**config.mk**
```make
export PLATFORM = sky130hd
export DESIGN_NAME = ddr3_cmd_executor
export DESIGN_NICKNAME = d
export VERILOG_FILES = /design/src/rtl/ddr3_dma_pkg.sv /design/src/rtl/ddr3_rr_arb.sv /design/src/rtl/ddr3_cmd_executor.sv
export SDC_FILE = /design/constraint.sdc
export NUM_CORES = 1
export LEC_CHECK = 0
export CELL_PAD_IN_SITES_DETAIL_PLACEMENT = 1
export CELL_PAD_IN_SITES_GLOBAL_PLACEMENT = 1
export CORE_AREA = 8 8 460 462
export CTS_BUF_LIST = sky130_fd_sc_hd__clkbuf_8
export DETAILED_ROUTE_END_ITERATION = 8
export DIE_AREA = 0 0 468 470
export PLACE_DENSITY_LB_ADDON = 0.05
export RECOVER_POWER = 100
export SYNTH_ARGS = -nofsm -noshare
export SYNTH_HDL_FRONTEND = slang
export SYNTH_HIERARCHICAL = 1
export SYNTH_SLANG_ARGS = --single-unit
```
**constraint.sdc**
```tcl
create_clock -name I_Clk -period 4.39 [get_ports I_Clk]
set_input_delay 1.317 -clock I_Clk [delete_from_list [all_inputs] [get_ports I_Clk]]
set_output_delay 1.317 -clock I_Clk [all_outputs]
set_load 0.01 [all_outputs]
```
**src/rtl/ddr3_dma_pkg.sv**
```systemverilog
// Shared definitions for the DDR3 DMA command path: descriptor layout,
// command codes and the executor state encoding.
package ddr3_dma_pkg;

  localparam int DESC_W        = 39;
  localparam int DESC_ADDR_LSB = 0;
  localparam int DESC_ADDR_MSB = 27;
  localparam int DESC_BL_LSB   = 28;
  localparam int DESC_BL_MSB   = 35;
  localparam int DESC_CMD_LSB  = 36;
  localparam int DESC_CMD_MSB  = 38;

  localparam logic [2:0] WR_CMD_CODE = 3'd0;
  localparam logic [2:0] RD_CMD_CODE = 3'd1;

  typedef enum logic [2:0] {
    ST_IDLE,
    ST_LOAD_WR,
    ST_LOAD_RD,
    ST_WR_BURST,
    ST_RD_BURST,
    ST_RD_WAIT
  } exec_state_t;

  // A burst-length field of zero encodes the maximum burst of 256 beats.
  function automatic logic [8:0] bl_to_beats(input logic [7:0] bl);
    return (bl == 8'd0) ? 9'd256 : {1'b0, bl};
  endfunction

endpackage

```
**src/rtl/ddr3_rr_arb.sv**
```systemverilog
// Two-way round-robin grant between the write and read command FIFOs.
// The pointer flips on every grant so contending sources alternate.
module ddr3_rr_arb (
  input  logic I_Clk,
  input  logic I_Rst_n,
  input  logic I_En,
  input  logic I_Req_Wr,
  input  logic I_Req_Rd,
  output logic O_Gnt_Wr,
  output logic O_Gnt_Rd
);

  logic ptr_rd;

  always_comb begin
    O_Gnt_Wr = I_En & I_Req_Wr & (~I_Req_Rd | ~ptr_rd);
    O_Gnt_Rd = I_En & I_Req_Rd & (~I_Req_Wr | ptr_rd);
  end

  always_ff @(posedge I_Clk) begin
    if (!I_Rst_n) begin
      ptr_rd <= 1'b0;
    end else if (O_Gnt_Wr | O_Gnt_Rd) begin
      ptr_rd <= ~ptr_rd;
    end
  end

endmodule

```
**src/rtl/ddr3_cmd_executor.sv**
```systemverilog
// Executes DMA write/read descriptors on the MIG native app interface:
// streams write beats from the data FIFO and returns read beats to the read FIFO.
module ddr3_cmd_executor
  import ddr3_dma_pkg::*;
#(
  parameter int         ADDR_W    = 28,
  parameter int         DATA_W    = 256,
  parameter int         ADDR_STEP = 8,
  parameter logic [2:0] WR_CMD    = WR_CMD_CODE,
  parameter logic [2:0] RD_CMD    = RD_CMD_CODE
) (
  input  logic                I_Clk,
  input  logic                I_Rst_n,
  input  logic                I_Init_Done,
  input  logic                I_Wr_Cmd_Empty,
  input  logic [DESC_W-1:0]   I_Wr_Cmd_Data,
  output logic                O_Wr_Cmd_Rden,
  input  logic                I_Rd_Cmd_Empty,
  input  logic [DESC_W-1:0]   I_Rd_Cmd_Data,
  output logic                O_Rd_Cmd_Rden,
  input  logic                I_Wr_Data_Empty,
  input  logic [DATA_W-1:0]   I_Wr_Data,
  output logic                O_Wr_Data_Rden,
  input  logic                I_Rd_Fifo_Afull,
  output logic                O_Rd_Data_Wren,
  output logic [DATA_W-1:0]   O_Rd_Data,
  output logic                O_App_En,
  output logic [2:0]          O_App_Cmd,
  output logic [ADDR_W-1:0]   O_App_Addr,
  input  logic                I_App_Rdy,
  output logic                O_App_Wdf_Wren,
  output logic                O_App_Wdf_End,
  output logic [DATA_W-1:0]   O_App_Wdf_Data,
  output logic [DATA_W/8-1:0] O_App_Wdf_Mask,
  input  logic                I_App_Wdf_Rdy,
  input  logic [DATA_W-1:0]   I_App_Rd_Data,
  input  logic                I_App_Rd_Data_Valid,
  output logic                O_Busy,
  output logic                O_Cmd_Err
);

  exec_state_t         state;
  logic [ADDR_W-1:0]   base_addr;
  logic [2:0]          cmd_code;
  logic [8:0]          beats;
  logic [8:0]          cmd_cnt;
  logic [8:0]          dat_cnt;
  logic [8:0]          ret_cnt;
  logic                gnt_wr;
  logic                gnt_rd;
  logic [DESC_W-1:0]   desc_sel;
  logic                app_en;
  logic [2:0]          app_cmd;
  logic                app_acc;
  logic                wdf_wren;
  logic                wdf_acc;
  logic [ADDR_W-1:0]   app_addr;
  logic                vld_p1;
  logic [DATA_W-1:0]   rd_data_p1;

  ddr3_rr_arb u_arb (
    .I_Clk    (I_Clk),
    .I_Rst_n  (I_Rst_n),
    .I_En     ((state == ST_IDLE) & I_Init_Done),
    .I_Req_Wr (~I_Wr_Cmd_Empty),
    .I_Req_Rd (~I_Rd_Cmd_Empty),
    .O_Gnt_Wr (gnt_wr),
    .O_Gnt_Rd (gnt_rd)
  );

  assign desc_sel = gnt_wr ? I_Wr_Cmd_Data : I_Rd_Cmd_Data;

  always_comb begin
    app_en  = 1'b0;
    app_cmd = 3'd0;
    case (state)
      ST_WR_BURST: begin
        app_en  = (cmd_cnt < beats);
        app_cmd = WR_CMD;
      end
      ST_RD_BURST: begin
        app_en  = (cmd_cnt < beats) & ~I_Rd_Fifo_Afull;
        app_cmd = RD_CMD;
      end
      default: begin
        app_en  = 1'b0;
        app_cmd = 3'd0;
      end
    endcase
  end

  // Address follows the accepted-command count, so it holds whenever App_En is paused.
  assign app_addr = base_addr + ADDR_W'(cmd_cnt) * ADDR_W'(ADDR_STEP);
  assign wdf_wren = (state == ST_WR_BURST) & ~I_Wr_Data_Empty & (dat_cnt < beats);
  assign app_acc  = app_en & I_App_Rdy;
  assign wdf_acc  = wdf_wren & I_App_Wdf_Rdy;

  assign O_Wr_Cmd_Rden  = gnt_wr;
  assign O_Rd_Cmd_Rden  = gnt_rd;
  assign O_App_En       = app_en;
  assign O_App_Cmd      = app_cmd;
  assign O_App_Addr     = ((state == ST_WR_BURST) || (state == ST_RD_BURST)) ? app_addr : '0;
  assign O_App_Wdf_Wren = wdf_wren;
  assign O_App_Wdf_End  = wdf_wren;
  assign O_App_Wdf_Data = wdf_wren ? I_Wr_Data : '0;
  assign O_App_Wdf_Mask = '0;
  assign O_Wr_Data_Rden = wdf_acc;
  assign O_Busy         = (state != ST_IDLE);
  assign O_Rd_Data_Wren = vld_p1;
  assign O_Rd_Data      = rd_data_p1;

  always_ff @(posedge I_Clk) begin
    if (!I_Rst_n) begin
      state      <= ST_IDLE;
      base_addr  <= '0;
      cmd_code   <= 3'd0;
      beats      <= 9'd0;
      cmd_cnt    <= 9'd0;
      dat_cnt    <= 9'd0;
      ret_cnt    <= 9'd0;
      O_Cmd_Err  <= 1'b0;
      vld_p1     <= 1'b0;
      rd_data_p1 <= '0;
    end else begin
      O_Cmd_Err <= 1'b0;
      // Return stage p1: read path is always open, including protocol-error beats outside reads.
      vld_p1     <= I_App_Rd_Data_Valid;
      rd_data_p1 <= I_App_Rd_Data;
      if (((state == ST_RD_BURST) || (state == ST_RD_WAIT)) && I_App_Rd_Data_Valid) begin
        ret_cnt <= ret_cnt + 9'd1;
      end

      case (state)
        ST_IDLE: begin
          if (gnt_wr || gnt_rd) begin
            base_addr <= ADDR_W'(desc_sel[DESC_ADDR_MSB:DESC_ADDR_LSB]);
            beats     <= bl_to_beats(desc_sel[DESC_BL_MSB:DESC_BL_LSB]);
            cmd_code  <= desc_sel[DESC_CMD_MSB:DESC_CMD_LSB];
            cmd_cnt   <= 9'd0;
            dat_cnt   <= 9'd0;
            ret_cnt   <= 9'd0;
            state     <= gnt_wr ? ST_LOAD_WR : ST_LOAD_RD;
          end
        end
        ST_LOAD_WR: begin
          if (cmd_code == WR_CMD) begin
            state <= ST_WR_BURST;
          end else begin
            O_Cmd_Err <= 1'b1;
            state     <= ST_IDLE;
          end
        end
        ST_LOAD_RD: begin
          if (cmd_code == RD_CMD) begin
            state <= ST_RD_BURST;
          end else begin
            O_Cmd_Err <= 1'b1;
            state     <= ST_IDLE;
          end
        end
        ST_WR_BURST: begin
          if (app_acc) cmd_cnt <= cmd_cnt + 9'd1;
          if (wdf_acc) dat_cnt <= dat_cnt + 9'd1;
          if ((cmd_cnt == beats) && (dat_cnt == beats)) state <= ST_IDLE;
        end
        ST_RD_BURST: begin
          if (app_acc) cmd_cnt <= cmd_cnt + 9'd1;
          if (cmd_cnt == beats) state <= ST_RD_WAIT;
        end
        ST_RD_WAIT: begin
          if (ret_cnt == beats) state <= ST_IDLE;
        end
        default: state <= ST_IDLE;
      endcase
    end
  end

endmodule

```
==> flow_summary.toml <==
[status]
status = "complete, but fails checks"
violations = "max-capacitance violations, max-slew violations, negative setup slack"

[clocking]
cts_tree = "built"
htree_levels = 3
clock_latency_ns = 0.75
clk_pin_slew_worst_paths_ns = 0.06
root_buffer = "clkbuf_8"
cts_max_path_buffers = 3
numCtsBuffers = 76
cts.sink_count = 329

[setup_path]
r2r_start = "state[0]"
rr_worst_depth = 11
r2r_end = "base_addr[3]"
critPathKind = "primary input to output pin"
start_kind = "primary input"
cp_max_fo = 10
worst-r2r-setup-slack_ns = 0.26
required_ns = 3.07
end_kind = "output pin"
cp.arrival_ns = 3.17

[synth]
yosys_warnings = 6
avgSynthCellArea_um2 = 9.28
ys_seq_area_frac = 0.481
synth_edf_count = 0
async_reset_ff_frac = 0
ys_seq_elements = 329
syn-cell-area_mm2 = 0.0137
synthTopCellsByArea = "dfxtp_1 (48%), and2_1 (12%), and3_1 (12%), mux2i_1 (3.1%), clkbuf_1 (3.0%)"
synth.distinct_cells = 55
netlist_instances = 1475
yosys.area.top_type = "dfxtp_1"
ys.flop_type = "dfxtp_1"
synth_top_area_frac = 0.481

[floorplan]
die_h_um = 470
die_w_um = 468
dieArea_mm2 = 0.220
std_cell_rows = 166
initial_utilization = 0.0671
core_mm2 = 0.204
ios = 1184

[cells_and_area]
nets = 3366
syn_to_final_growth_pct = 140
finalCoreUtilization = 0.161
layout-drive-gt1-share = 0.258

[global_routing]
globalRouteTotalUtil = 0.127
grt_pass1_wl_mm = 188
antenna_found_initial = 85
grt_overflow_total = 0
grt_pass1_vias = 18400
grt_max_degree = 140

[route]
viasPerCell = 2.97
drt_pre_antenna_iters = 6
drtIter0Drc = 406
avgRoutedWirePerCell_um = 26.6
vias = 16300
drc_errors = 0
ant_nets = 0
drt-total-wl_mm = 146

[timing]
rsz0062_at_grt = "yes"
fin_crit_ns = 4.48
slew_viol_final = 180
fin_ws_ns = -0.0928
whs_ns = 0.494
clock_skew_ns = 0.0116
finalCritPeriodShare = 1.02
finalSetupViolCount = 113
relSlewSlack = -0.601
setup_tns_ns = -3.56
hold_violations = 0
fmax_mhz = 223
worstMarginPinSlew_ns = 2.40

[min_path]
hold_path_class = "register to register"
hold_start = "cmd_cnt[8]"
hold_path_end = "cmd_cnt[8]"
whs_path_depth = 2

[power_and_ir_drop]
p_leak_nw = 13.2
power_density_mw_per_mm2 = 361
design_power_total_mw = 11.9
max-vdd-ir-drop_mv = 0.321

[placement]
port-buffer-count = 1149
gp_congestion = 0.827
place_ws_ns = -0.427
dp_hpwl_mm = 121

[run]
max_cap_violations = 2
[cells by family after synthesis]
| logic type | synth area share |
|---|---|
| AOI/OAI and AO/OA | 0.0691 |
| xor gates and xnor gates | 0.0217 |
| adders and majority gates | 0.0289 |
| buffers and inverters | 0.0591 |
| DFF | 0.481 |
| muxes | 0.0314 |
| other | 0.000274 |
| and+or+nand+nor | 0.308 |
[flip-flops by register name, summed over array words and instances, names as in the netlist]
signal          cells
beats               9
O_Rd_Data_Wren      1
state               3
cmd_cnt             9
u_arb/ptr_rd        1
base_addr          28
O_Rd_Data         256
cmd_code            3
ret_cnt             9
O_Cmd_Err           1
dat_cnt             9
[worst max-delay path: stages]
cell             delay (ns)
clkdlybuf4s50_1        0.50
a2111oi_4              0.29
buf_12                 0.17
buf_12                 0.11
buf_16                 0.14
buf_12                 0.13
buf_12                 0.13
and3_1                 0.20
buf_6                  0.15
[per-layer routing]
metal	routed length (um)	global-route usage	vias to the layer above
met5	402	0	-
met4	2060	0.0198	60
met1	50900	0.124	7848
met2	77900	0.243	693
met3	15100	0.0641	205
li1	-	-	7528
[worst max path at each step]
stage               startpoint             endpoint
2_1_floorplan  I_Wr_Data_Empty  O_App_Wdf_Data[100]
3_3_place_gp   I_Wr_Data_Empty   O_App_Wdf_Data[70]
3_5_place_dp   I_Wr_Data_Empty   O_App_Wdf_Data[74]
4_1_cts               beats[6]   O_App_Wdf_Data[42]
5_1_grt               beats[6]   O_App_Wdf_Data[37]
6_report       I_Wr_Data_Empty   O_App_Wdf_Data[37]
[layout by cell type, fill, tap and decap left out, drive strengths merged, types with 4 or more instances in the layout]
cell and n:
nor3 6, o211ai 4, nand3 10, a21oi 28, buf 365, dlygate4sd2 6
a211oi 42, nand4 15, conb 34, clkbuf 112, dfxtp 329, nor4 6
xnor2 16, nand3b 4, nand2 34, or4 5, diode 25, a21o 6
clkdlybuf4s50 604, ha 30, and2 266, mux2i 43, nor2b 4, or3 12
inv 59, clkdlybuf4s15 42, and3 261, o21a 4, xor2 18, nor2 81
nand2b 5, o31ai 6, o21ai 29, dlygate4sd3 262
[layout make-up]
type / count / area, um^2
Sequential cell: 329 / 6630
Fill cell: 23500 / 171000
Clock inverter: 36 / 220
Inverter: 28 / 113
Timing Repair Buffer: 1300 / 13900
Clock buffer: 94 / 1290
Antenna cell: 25 / 62.6
Multi-Input combinational cell: 1000 / 7330
Tap cell: 2688 / 3360
[metrics by stage]
| step | area, um^2 | std cells |
|---|---|---|
| floorplan | 13800 | 1508 |
| global placement | 29100 | 5270 |
| detailed placement | 29100 | 5270 |
| CTS | 32900 | 5474 |
| global route | 32800 | 5479 |
| finish | 32900 | 5500 |
[power by group]
group | internal, mW | switching [mW]
clock | 1.99 | 1.72
sequential | 3.27 | 0.188
combinational | 2.24 | 2.47
[cells in the mapped netlist (2+ instances only)]
cell	n
dfxtp_1	329
and2_1	266
and3_1	261
clkbuf_1	108
nor2_1	81
mux2i_1	43
a211oi_1	42
buf_4	36
nand2_1	34
ha_1	30
a21oi_1	28
inv_1	28
o21ai_0	26
xor2_1	18
xnor2_1	16
nand4_1	15
or3_1	12
nand3_1	9
a21o_1	6
nor3_1	6
nor4_1	6
o31ai_1	6
buf_1	5
nand2b_1	5
or4_1	5
nand3b_1	4
nor2b_1	4
o211ai_1	4
o21a_1	4
a31o_2	3
and4_1	3
a31oi_1	2
buf_2	2
nand4b_1	2
nor4b_1	2
o2111ai_1	2
o21ai_1	2
o41a_1	2
or2_2	2
[what timing repair did]
item | in CTS | in global routing
resized for setup | 1283 | 23
hold buffers | 0 | 0
gates cloned | 25 | 1
buffers inserted | 49 | 0
setup endpoints to repair | 286 | 275
pin swaps | 110 | 4
Power figures use the tool's default switching activity.
